`src/rtl/fft_pkg.sv`:
```
// Shared definitions for the 32-point radix-2 MDC FFT pipeline.
// Provides the transform size, the per-stage commutator depths, the default
// sample component width, a ceiling-log2 helper and a complex-sample type.
package fft_pkg;

    localparam int FFT_N         = 32;
    localparam int DATA_W_DEF    = 9;

    // Commutator depths for stages 0..4 of the 32-point pipeline.
    localparam int STAGE0_DEPTH  = 16;
    localparam int STAGE1_DEPTH  = 8;
    localparam int STAGE2_DEPTH  = 4;
    localparam int STAGE3_DEPTH  = 2;
    localparam int STAGE4_DEPTH  = 1;

    typedef struct packed {
        logic signed [DATA_W_DEF-1:0] re;
        logic signed [DATA_W_DEF-1:0] im;
    } cplx_t;

    // Ceiling log2; clog2(1) = 0.
    function automatic int clog2(input int value);
        int res;
        res = 0;
        while ((1 << res) < value) begin
            res = res + 1;
        end
        return res;
    endfunction

endpackage

```
`src/rtl/mdc_commutator_delay_line.sv`:
```
// Enable-gated shift register of DEPTH words, each WIDTH bits wide.
// Ports:
//   clk   - rising-edge clock
//   rst_n - synchronous active-low clear of every stage
//   en    - shift enable; storage holds when low
//   din   - word shifted into stage 0
//   dout  - word that entered DEPTH enabled cycles ago
module delay_line #(
    parameter int DEPTH = 8,
    parameter int WIDTH = 18
) (
    input  logic             clk,
    input  logic             rst_n,
    input  logic             en,
    input  logic [WIDTH-1:0] din,
    output logic [WIDTH-1:0] dout
);
    import fft_pkg::*;

    logic [WIDTH-1:0] mem_q [DEPTH];
    logic [WIDTH-1:0] mem_d [DEPTH];

    always_comb begin
        mem_d = mem_q;
        if (en) begin
            mem_d[0] = din;
            for (int i = 1; i < DEPTH; i++) begin
                mem_d[i] = mem_q[i-1];
            end
        end
    end

    always_ff @(posedge clk) begin
        if (!rst_n) begin
            for (int i = 0; i < DEPTH; i++) begin
                mem_q[i] <= '0;
            end
        end else begin
            mem_q <= mem_d;
        end
    end

    assign dout = mem_q[DEPTH-1];

endmodule

```
`src/rtl/mdc_commutator.sv`:
```
// Delay-commutator stage of the radix-2 MDC FFT. Reorders two complex lanes
// so each output beat carries the pair of same-lane samples DEPTH beats apart
// that the following butterfly combines. All storage advances only on
// accepted (in_valid) beats.
// Ports:
//   clk, rst_n            - clock, synchronous active-low reset
//   in_valid              - input beat qualifier
//   a_re/a_im, b_re/b_im  - input lanes A and B (signed)
//   out_valid             - registered output beat qualifier
//   c_re/c_im             - later sample of the pair
//   d_re/d_im             - earlier sample of the pair
module mdc_commutator
    import fft_pkg::*;
#(
    parameter int DATA_W = 9,
    parameter int DEPTH  = 8
) (
    input  logic              clk,
    input  logic              rst_n,
    input  logic              in_valid,
    input  logic [DATA_W-1:0] a_re,
    input  logic [DATA_W-1:0] a_im,
    input  logic [DATA_W-1:0] b_re,
    input  logic [DATA_W-1:0] b_im,
    output logic              out_valid,
    output logic [DATA_W-1:0] c_re,
    output logic [DATA_W-1:0] c_im,
    output logic [DATA_W-1:0] d_re,
    output logic [DATA_W-1:0] d_im
);

    localparam int CNT_W = clog2(DEPTH) + 1;
    localparam int PK_W  = 2 * DATA_W;

    logic [CNT_W-1:0] cnt_q, cnt_d;
    logic [CNT_W-1:0] fill_q, fill_d;
    logic             out_valid_q, out_valid_d;
    logic [PK_W-1:0]  c_q, c_d;
    logic [PK_W-1:0]  d_q, d_d;

    logic [PK_W-1:0]  a_pk, b_pk, a_dly, s0, s1, s_dly;
    logic             sel;

    assign a_pk = {a_re, a_im};
    assign b_pk = {b_re, b_im};

    // Counter width makes the wrap at 2*DEPTH implicit; MSB is the switch phase.
    assign sel = cnt_q[CNT_W-1];
    assign s0  = sel ? b_pk  : a_dly;
    assign s1  = sel ? a_dly : b_pk;

    delay_line #(.DEPTH(DEPTH), .WIDTH(PK_W)) u_dly_a (
        .clk   (clk),
        .rst_n (rst_n),
        .en    (in_valid),
        .din   (a_pk),
        .dout  (a_dly)
    );

    delay_line #(.DEPTH(DEPTH), .WIDTH(PK_W)) u_dly_s (
        .clk   (clk),
        .rst_n (rst_n),
        .en    (in_valid),
        .din   (s1),
        .dout  (s_dly)
    );

    always_comb begin
        cnt_d       = cnt_q;
        fill_d      = fill_q;
        c_d         = c_q;
        d_d         = d_q;
        out_valid_d = 1'b0;
        if (in_valid) begin
            cnt_d       = cnt_q + CNT_W'(1);
            c_d         = s0;
            d_d         = s_dly;
            // Outputs are meaningful only once the second delay line is primed.
            out_valid_d = (fill_q == CNT_W'(DEPTH));
            if (fill_q != CNT_W'(DEPTH)) begin
                fill_d = fill_q + CNT_W'(1);
            end
        end
    end

    always_ff @(posedge clk) begin
        if (!rst_n) begin
            cnt_q       <= '0;
            fill_q      <= '0;
            out_valid_q <= 1'b0;
            c_q         <= '0;
            d_q         <= '0;
        end else begin
            cnt_q       <= cnt_d;
            fill_q      <= fill_d;
            out_valid_q <= out_valid_d;
            c_q         <= c_d;
            d_q         <= d_d;
        end
    end

    assign out_valid = out_valid_q;
    assign c_re      = c_q[PK_W-1:DATA_W];
    assign c_im      = c_q[DATA_W-1:0];
    assign d_re      = d_q[PK_W-1:DATA_W];
    assign d_im      = d_q[DATA_W-1:0];

endmodule
```
`config.mk`:
```
export PLATFORM = sky130hd
export DESIGN_NAME = mdc_commutator
export DESIGN_NICKNAME = d
export VERILOG_FILES = /design/src/rtl/fft_pkg.sv /design/src/rtl/mdc_commutator_delay_line.sv /design/src/rtl/mdc_commutator.sv
export SDC_FILE = /design/constraint.sdc
export NUM_CORES = 1
export LEC_CHECK = 0
export BUFFER_PORTS_ARGS = -buffer_cell sky130_fd_sc_hd__buf_2
export CAP_MARGIN = 10
export CORE_ASPECT_RATIO = 0.6
export CORE_MARGIN = 4
export CORE_UTILIZATION = 51
export CTS_CLUSTER_DIAMETER = 80
export DETAILED_ROUTE_END_ITERATION = 12
export GPL_TIMING_DRIVEN = 0
export PLACE_DENSITY = 0.75
export SYNTH_ARGS = -nofsm -noshare
export SYNTH_HDL_FRONTEND = slang
export SYNTH_SLANG_ARGS = --single-unit
```
`constraint.sdc`:
```
create_clock -name clk -period 1.4 [get_ports clk]
set_input_delay 0.14 -clock clk [delete_from_list [all_inputs] [get_ports clk]]
set_output_delay 0.14 -clock clk [all_outputs]
set_load 0.02 [all_outputs]
```
Yosys cells after proc, flatten, opt, wreduce, memory -nomap -nowiden

Index checks and enable logic that the tools add are counted.

Word-level logic and storage cells: 29
Flip-flop bits (word level): 333
Output and inout bits: 37
Input bits: 39

Eq/ne operators: 2
Reduce and logical (&&, ||, !) cells: 2
Multiplexer cells: 2
Add/sub/neg operators: 2

Operators by type and width:

| cell                                        | count |
|---|---|
| 2-to-1 mux 18 bit                           | 2 |
| adder 4 x 1 -> 4 bit, second input constant | 2 |
| == test 4 bit, second input constant        | 1 |
| != test 4 bit, second input constant        | 1 |
| AND reduction 2 bit                         | 2 |

Logic depth before layout (Yosys ltp)

Gate-level depths: netlist of run 1.

Depth after elaboration: 2
Mapped depth: 6
Mapped depth without buffers: 5

Modules after synthesis

From an unflattened synthesis of run 1, not the netlist that was laid out.

Cells, all modules: 1165
Area, all modules: 13291.5 µm²

By module, submodules not included:

| module         | sequential area each (µm²) | cells an instance | times used | area each (µm²) |
|---|---|---|---|---|
| delay_line     | 2882.8                     | 482               | 2          | 5569.1 |
| mdc_commutator | 900.9                      | 201               | 1          | 2153.3 |

Least setup slack after synthesis of run 1

No wires, ideal clock.

Kind: flip-flop to flip-flop
From: reg cnt_q[3]
To: reg u_dly_s.mem_q[126] (netlist name)
Library setup time: 116 ps
Path buffers: 2
Clock period less this slack: 1199 ps
Data arrival time: 1083 ps
Required time: 1284 ps
Stages on the path, launching flop included: 6
Path slack: 201 ps
Cell sequence: dfxtp_1 -> buf_2 -> buf_4 -> mux2i_1 -> nand2_1 -> o211a_1

Cells in the longest elaborated chain, start to end: 1

RTL lines:

| element                | line                            | RTL |
|---|---|---|
| from (decl)            | mdc_commutator.sv:35            | `logic [CNT_W-1:0] cnt_q, cnt_d;` |
| from (signal assigned) | mdc_commutator.sv:94            | `cnt_q <= cnt_d;` |
| 2-to-1 mux 18 bit      | mdc_commutator.sv:50            | `assign s1 = sel ? a_dly : b_pk;` |
| to (signal assigned)   | mdc_commutator_delay_line.sv:39 | `mem_q <= mem_d;` |
| to (decl)              | mdc_commutator_delay_line.sv:20 | `logic [WIDTH-1:0] mem_q [DEPTH];` |

No other way between the ends.
A chain may end at the register's enable or synchronous reset.

Worst setup path after layout of run 1

From: reg cnt_q[3]
To: reg u_dly_s.mem_q[136] (netlist name)

Same word-level chain as after synthesis.

==> flow_summary.ini, run 1 <==
[synth]
synth_nets = 1173
async_flop_share_pct = 0
synth.top_cells.by_count = 333 x dfxtp_1, 327 x mux2i_1, 289 x nor2b_1, 45 x nand2_1, 36 x o211a_1
synth_edf_count = 0
synth-compound-area-share_pct = 2.86
synth_area_sq_um = 12900
synthMuxAreaShare_pct = 25.4
ys.flop_type = dfxtp_1
synth_most_common_cell = dfxtp_1
synth_area_leaders = dfxtp_1 52%, mux2i_1 25%, nor2b_1 14%
yosysWarnings = 0
postSynthAreaPerCell_sq_um = 11.4
synth_cell_types = 20
synth_area_leader_cell = dfxtp_1
synthSimpleGateAreaFrac_pct = 15.8
synth_adder_area_share_pct = 0.292
ys_seq_area_share_pct = 51.8
synth_cells = 1131
synthXorXnorAreaFrac_pct = 0.272
synth_seq_cells = 333
synth.top_cell.area_share_pct = 51.8
synth_top_family_by_area = multiplexers

[die]
core-area_sq_um = 24500
start_util_pct = 52.5
io_pins = 76
die_y_um = 131
die_w_um = 213
rows = 44
die_area_sq_um = 27900

[critical_path]
critPathLaunchType = register
end_kind = register
path_class = register to register
arrival_ns = 1.79
cp_max_fo = 10
crit_required_ns = 1.85

[cts]
h-tree-depth = 1
clk_pin_slew_ns = 0.07
cts_tree = yes
cts_sinks = 333
post_cts_buffers = 0
cts_made_buffers = 29
clk_latency_ns = 0.56
cts_root_buffer = clkbuf_16
clockBufferDepth = 3

[cells_and_area]
drive_gt1_share_pct = 12.7
area_growth_pct = 16.0
diodes = 0
nNetsFinal = 1313

[drt]
drc = 0
drtPass1Iterations = 5
drt-wirelength-per-cell_um = 17.0
vias_per_cell = 5.03
ant_nets = 0
drt_wl_total_um = 27300
vias = 8104
drt-initial-drc-count = 413

[min_path]
hp-class = primary input to register

[sta]
relSlewSlack_pct = 57.0
rsz0062_at_grt = yes
fin_crit_ns = 1.34
fin_ws_ns = 0.0588
finalCritPeriodShare_pct = 95.8
tightest_slew_ns = 0.646
clock_skew_ns = 0.00775
finalMaxSlewViolations = 0
hold_viol = 0
fmax_mhz = 746
report.final.setup_viol = 0

[power]
power.leakage_nw = 6.48
power.density_nw_per_um2 = 1260
fin_total_pwr_mw = 18.9
peakVddDrop_v = 0.000927

[global_routing]
grt_pass1_vias = 7807
globalRouteTotalUtil_pct = 19.4
overflow = 0
grt_max_degree = 16
antenna_found_initial = 0
grt_first_pass_wirelength_um = 43100

[placement]
globalplace.congestion = 0.824
pre_cts_ws_ns = -0.133
dp_hpwl_um = 20300
port_buffers = 73

[outcome]
status = finished clean

[run]
drv_cap = 0
registers in the layout, indices dropped and copies added (netlist names):
name	flops
fill_q	4
d_q	18
u_dly_s.dout	18
out_valid	1
u_dly_a.mem_q	126
cnt_q	4
u_dly_s.mem_q	126
u_dly_a.dout	18
c_q	18
metal layers:
layer / share of wire, % / up-vias / wire (um) / GRT usage [%]
met5: 0 / - / 0 / 0
met4: 1.2 / 0 / 335 / 3.18
met3: 4.9 / 26 / 1340 / 3.39
met2: 37 / 151 / 10100 / 25.7
met1: 57 / 3841 / 15500 / 32.6
li1: - / 4086 / - / -
cell usage in the layout (no fill, tap or decap), types with 7 or more instances in the layout:
master,instances
nor2b_1,289
clkbuf_8,7
o211a_1,36
dlygate4sd3_1,36
clkbuf_16,29
nand2_1,45
buf_2,87
dfxtp_1,332
mux2i_1,327
buf_4,29
clkbuf_1,38
critical path: stages, from the launching register on:
cell,delay [ns]
dfxtp_1,0.31
buf_4,0.21
buf_4,0.28
mux2i_1,0.25
nand2_1,0.07
o211a_1,0.11
through the flow:
| step | hold WS (ns) | cells | utilization (%) | instance area (sq um) | setup TNS, ns |
|---|---|---|---|---|---|
| final | 0.0186 | 1610 | 60.9 | 14900 | 0 |
| after global placement | 0.395 | 1526 | 55.7 | 13600 | -0.689 |
| after CTS | 0.00984 | 1610 | 60.9 | 14900 | 0 |
| after detailed placement | 0.407 | 1526 | 55.7 | 13600 | -0.803 |
| after floorplan | 0.309 | 1131 | - | 12900 | 0 |
| after global routing | 0.0308 | 1610 | 60.9 | 14900 | -0.000473 |
cell type report:
type / instances / area (sq um)
flip-flops and latches: 333 / 6670
multi-input cells: 714 / 5750
fillers: 1988 / 9570
clock inverters: 8 / 86.3
inverters: 2 / 7.51
well taps: 322 / 403
clock buffers: 40 / 837
plain buffers: 82 / 457
repair buffers: 109 / 726
power by group:
part / leakage [nW] / total [mW] / internal [mW] / switching [mW]
combinational: 3.32 / 1.26 / 0.621 / 0.641
sequential: 2.70 / 9.77 / 9.65 / 0.121
clock: 0.462 / 7.82 / 4.36 / 3.45
total: 6.48 / 18.9 / 14.6 / 4.22
logic make-up (layout without fill, tap and decap cells):
logic type	after synthesis	after routing
and+or+nand+nor	343	343
DFF	333	333
muxes	327	327
buffers and inverters	84	241
AOI/OAI and AO/OA	37	37
xor gates and xnor gates	4	4
adders and majority gates	3	3
final timing paths:
check                       end  slack (ns)  cells after the start                from
max          u_dly_s.mem_q[136]        0.06                      5            cnt_q[3]
min                   fill_q[0]        0.02                      3               rst_n
max reg2reg  u_dly_s.mem_q[136]        0.06                      5            cnt_q[3]
min reg2reg  u_dly_s.mem_q[143]        0.48                      1  u_dly_s.mem_q[143]
what timing repair did:
| action | in CTS | in global routing |
|---|---|---|
| hold buffers | 36 | 0 |
| endpoints found under the setup margin | 14 | 2 |
| endpoints found under the hold margin | 54 | 0 |
| gates resized for setup | 1 | 3 |
| cloned | 0 | 0 |
Power figures use the tool's default switching activity.
==> run 2, diff against run 1 <==
--- a/config.mk
+++ b/config.mk
@@ -7,13 +7,15 @@
 export LEC_CHECK = 0
 export BUFFER_PORTS_ARGS = -buffer_cell sky130_fd_sc_hd__buf_2
 export CAP_MARGIN = 10
+export CELL_PAD_IN_SITES_DETAIL_PLACEMENT = 1
+export CELL_PAD_IN_SITES_GLOBAL_PLACEMENT = 2
 export CORE_ASPECT_RATIO = 0.6
 export CORE_MARGIN = 4
-export CORE_UTILIZATION = 51
+export CORE_UTILIZATION = 41
 export CTS_CLUSTER_DIAMETER = 80
 export DETAILED_ROUTE_END_ITERATION = 12
 export GPL_TIMING_DRIVEN = 0
-export PLACE_DENSITY = 0.75
+export PLACE_DENSITY = 0.83
 export SYNTH_ARGS = -nofsm -noshare
 export SYNTH_HDL_FRONTEND = slang
 export SYNTH_SLANG_ARGS = --single-unit
==> flow_summary.ini, run 2 (synthesis results as in run 1) <==
[outcome]
status = finished clean

[sta]
tightest_slew_ns = 0.693
rsz0062_at_grt = no
report.final.setup_viol = 0
fin_crit_ns = 1.29
relSlewSlack_pct = 53.8
finalMaxSlewViolations = 0
hold_viol = 0
finalCritPeriodShare_pct = 92.3
fmax_mhz = 773
clock_skew_ns = 0.0268

[global_routing]
antenna_found_initial = 0
grtUsageMet2_pct = 23.7
grt_max_degree = 15
globalRouteTotalUtil_pct = 18.0
grt_first_pass_wirelength_um = 49600
overflow = 0
met1_usage_pct = 30.0
top_usage_layer = met1
globalRouteMet3Util_pct = 3.22
grt_pass1_vias = 8514

[cts]
clk_latency_ns = 0.53
cts_root_buffer = clkbuf_16
cts_made_buffers = 34
clockBufferDepth = 3
post_cts_buffers = 0
cts_tree = yes
cts_sinks = 333
h-tree-depth = 2
clk_pin_slew_ns = 0.06

[power]
power.density_nw_per_um2 = 1310
peakVddDrop_v = 0.000929
power.leakage_nw = 6.47

[run]
drv_cap = 0

[cells_and_area]
final_cell_mix = 332 x dfxtp_1, 327 x mux2i_1, 289 x nor2b_1
design_area_sq_um = 15000
fillCellCount = 3318
area_growth_pct = 16.6
nNetsFinal = 1303
final_common_cell = dfxtp_1
reg.largest.list = u_dly_a.mem_q: 126 flops, u_dly_s.mem_q: 126 flops
drive_gt1_share_pct = 13.2
post-route-util_pct = 49.3

[critical_path]
crit_required_ns = 1.80
arrival_ns = 1.70
critPathLaunchType = register
path_class = register to register
end_kind = register
cp_max_fo = 10
reg2reg_depth = 5

[die]
die_y_um = 145
start_util_pct = 42.3
rows = 49
core-area_sq_um = 30400
die_w_um = 237
die_area_sq_um = 34400
io_pins = 76

[placement]
port_buffers = 73
dp_hpwl_um = 23500
place_area_sq_um = 13700
globalplace.congestion = 0.757

[drt]
drc = 0
drt_wl_total_um = 31500
drt-wirelength-per-cell_um = 18.6
vias_per_cell = 4.83
vias = 8158
drtPass1Iterations = 5
ant_nets = 0
drt-initial-drc-count = 362

[min_path]
hp-class = primary input to register
whs_path_depth = 4
==> run 2: cell types whose count changed in the layout (fill, tap and decap cells not counted), moves of 2 or more <==
cell           change
buf_6              +2
clkbuf_8           -3
clkbuf_1           +2
buf_4              -2
clkbuf_16          +5
inv_6              +2
dlygate4sd3_1     -15
==> run 2: layout make-up <==
type / instances / area (sq um) / share of cell area [%]
antenna: 1 / 2.50 / 0.0167
buffer: 82 / 464 / 3.09
clock buffer: 44 / 928 / 6.19
clock inverter: 11 / 101 / 0.675
inverter: 2 / 7.51 / 0.0500
multi-input combinational: 714 / 5750 / 38.3
sequential: 333 / 6670 / 44.4
tap: 408 / 510 / 3.40
timing repair buffer: 94 / 576 / 3.84
==> run 2: through the flow <==
step	TNS (ns)	hold WS [ns]	setup WS, ns	std cells	total power [mW]
after floorplan	0	0.309	0.201	1131	10.8
after global routing	0	0.0198	0.0156	1688	20.4
after detailed placement	-2.72	0.408	-0.184	1612	11.2
after CTS	0	0.00376	0.0122	1688	19.9
final	0	0.0207	0.107	1689	19.7
after global placement	-1.86	0.395	-0.133	1612	11.2
==> run 2: metal layers <==
metal,share of wire [%],vias up
li1,-,4070
met1,57,3923
met2,37,121
met3,4.7,44
met5,0,-
met4,1.4,0
==> run 2: critical path: stages, from the launching register on <==
cell and delay (ns):
dfxtp_1 0.34, buf_6 0.19, buf_6 0.21, mux2i_1 0.21, nand2_1 0.09, o211a_1 0.13
==> run 2: worst paths after layout <==
kind / from / end / slack (ns)
min reg2reg: c_q[13] / c_q[13] / 0.48
min: b_re[5] / u_dly_s.mem_q[140] / 0.02
max reg2reg: cnt_q[3] / u_dly_s.mem_q[136] / 0.11
max: cnt_q[3] / u_dly_s.mem_q[136] / 0.11
==> run 2: power by group <==
group / leakage (nW) / switching [mW] / internal [mW]
clock network: 0.509 / 3.75 / 4.87
logic: 3.26 / 0.672 / 0.594
registers: 2.70 / 0.127 / 9.65
==> run 2: what timing repair did <==
item | in CTS | in global routing
hold buffers | 21 | 0
setup endpoints to repair | 29 | 29
hold endpoints to repair | 22 | 0
gates resized for setup | 1 | 5
==> run 3, diff against run 2 <==
==> constraint.sdc (replaced) <==
create_clock -name clk -period 1.36 [get_ports clk]
set_input_delay 0.136 -clock clk [delete_from_list [all_inputs] [get_ports clk]]
set_output_delay 0.136 -clock clk [all_outputs]
set_load 0.02 [all_outputs]
==> flow_summary.ini, run 3 (synthesis results as in run 1) <==
[cells_and_area]
final_cell_mix = 331 x dfxtp_1, 327 x mux2i_1, 289 x nor2b_1
nNetsFinal = 1304
final_common_cell = dfxtp_1
drive_gt1_share_pct = 13.3
area_growth_pct = 16.9
reg.largest.list = u_dly_a.mem_q: 126 flops, u_dly_s.mem_q: 126 flops
post-route-util_pct = 49.5

[critical_path]
arrival_ns = 1.68
crit_end = u_dly_s.mem_q[136]
critPathLaunchType = register
reg2reg_from = cnt_q[3]
crit_required_ns = 1.76
regToRegEndpoint = u_dly_s.mem_q[136]
path_class = register to register
end_kind = register
cp_max_fo = 10
reg2reg_depth = 5
r2r_slack_ns = 0.08
crit_start = cnt_q[3]

[cts]
clockBufferDepth = 3
clk_pin_slew_ns = 0.06
cts_root_buffer = clkbuf_16
post_cts_buffers = 0
clk_latency_ns = 0.53
h-tree-depth = 2
cts_sinks = 333
cts_made_buffers = 34
cts_tree = yes

[run]
drv_cap = 0

[die]
die_w_um = 237
io_pins = 76
rows = 49
core-area_sq_um = 30400
start_util_pct = 42.3
die_y_um = 145
die_area_sq_um = 34400

[power]
fin_total_pwr_mw = 20.3
seq_power_share_pct = 49.7
clkPwrFrac_pct = 43.8
pwr-share-comb_pct = 6.4
p_sw_mw = 4.69
power.leakage_nw = 6.48
p_int_mw = 15.6
peakVddDrop_v = 0.000957
power.density_nw_per_um2 = 1350
swShare_pct = 23.1

[sta]
finalMaxSlewViolations = 0
fin_crit_ns = 1.28
rsz0062_at_grt = no
hold_viol = 0
relSlewSlack_pct = 54.6
report.final.setup_viol = 0
tightest_slew_ns = 0.682
finalCritPeriodShare_pct = 94.1
clock_skew_ns = 0.0270
fmax_mhz = 782

[global_routing]
antenna_found_initial = 0
overflow = 0
grt_max_degree = 15
globalRouteTotalUtil_pct = 18.0
grt_pass1_vias = 8517
grt_first_pass_wirelength_um = 49600

[min_path]
hp-class = primary input to register

[drt]
ant_nets = 0
drc = 0
vias_per_cell = 4.82
drt_wl_total_um = 31500
drt-wirelength-per-cell_um = 18.6
drtPass1Iterations = 4
vias = 8146
drt-initial-drc-count = 377

[placement]
globalplace.congestion = 0.757
dp_hpwl_um = 23500
port_buffers = 73

[outcome]
status = finished clean
==> run 3: cell types whose count changed in the layout (fill, tap and decap cells not counted) <==
cell	before	now
dfxtp_1	332	331
buf_6	5	1
dfxtp_4	0	1
buf_12	0	1
buf_8	0	3
dlygate4sd3_1	21	22
==> run 3: worst min path at each step <==
stage	end	start	cells past startpoint
after floorplan	u_dly_a.mem_q[126]	a_im[0]	2
after global placement	u_dly_a.mem_q[139]	a_re[4]	3
after detailed placement	u_dly_a.mem_q[135]	a_re[0]	3
after CTS	u_dly_s.mem_q[130]	b_im[4]	4
after global routing	c_q[4]	b_im[4]	4
final	u_dly_s.mem_q[140]	b_re[5]	4
==> run 3: area by class of cell <==
| type | instances | area [sq um] |
|---|---|---|
| fillers | 3314 | 15400 |
| repair buffers | 95 | 586 |
| clock buffers | 44 | 928 |
| plain buffers | 82 | 484 |
| well taps | 408 | 510 |
| flip-flops and latches | 333 | 6670 |
| clock inverters | 11 | 101 |
| multi-input cells | 714 | 5750 |
| inverters | 2 | 7.51 |
| diodes | 1 | 2.50 |
==> run 3: repair_timing <==
action / in CTS / in global routing
setup endpoints to repair: 29 / 25
hold endpoints to repair: 24 / 0
pin swaps: 0 / 0
resized for setup: 4 / 9
hold buffers: 22 / 0
==> run 3: per-layer routing <==
layer / GRT usage [%] / share of wire (%)
met1: 30.1 / 57
met2: 23.7 / 37
met3: 3.22 / 4.7
met4: 3.18 / 1.4
met5: 0 / 0
==> run 3: power groups by stage <==
stage	clock network, mW	registers, mW	logic (mW)
2_1_floorplan	0	10.3	0.872
3_3_place_gp	0	10.3	1.23
3_5_place_dp	0	10.3	1.26
4_1_cts	9.12	10.1	1.31
5_1_grt	9.52	10.1	1.41
6_report	8.88	10.1	1.30
==> run 3: through the flow <==
step / TNS, ns / hold slack, ns / setup slack (ns) / instances / cell area [sq um]
2_1_floorplan: 0 / 0.305 / 0.161 / 1131 / 12900
3_3_place_gp: -3.34 / 0.391 / -0.169 / 1612 / 13700
3_5_place_dp: -4.59 / 0.404 / -0.220 / 1612 / 13700
4_1_cts: 0 / 0.00240 / 0.0163 / 1689 / 15000
5_1_grt: 0 / 0.0157 / 0.00254 / 1689 / 15000
6_report: 0 / 0.0174 / 0.0805 / 1690 / 15000
==> run 3: critical path, cell delays in order, from the launching register on <==
cell,delay (ns)
dfxtp_1,0.35
buf_8,0.18
buf_8,0.18
mux2i_1,0.21
nand2_1,0.09
o211a_1,0.13
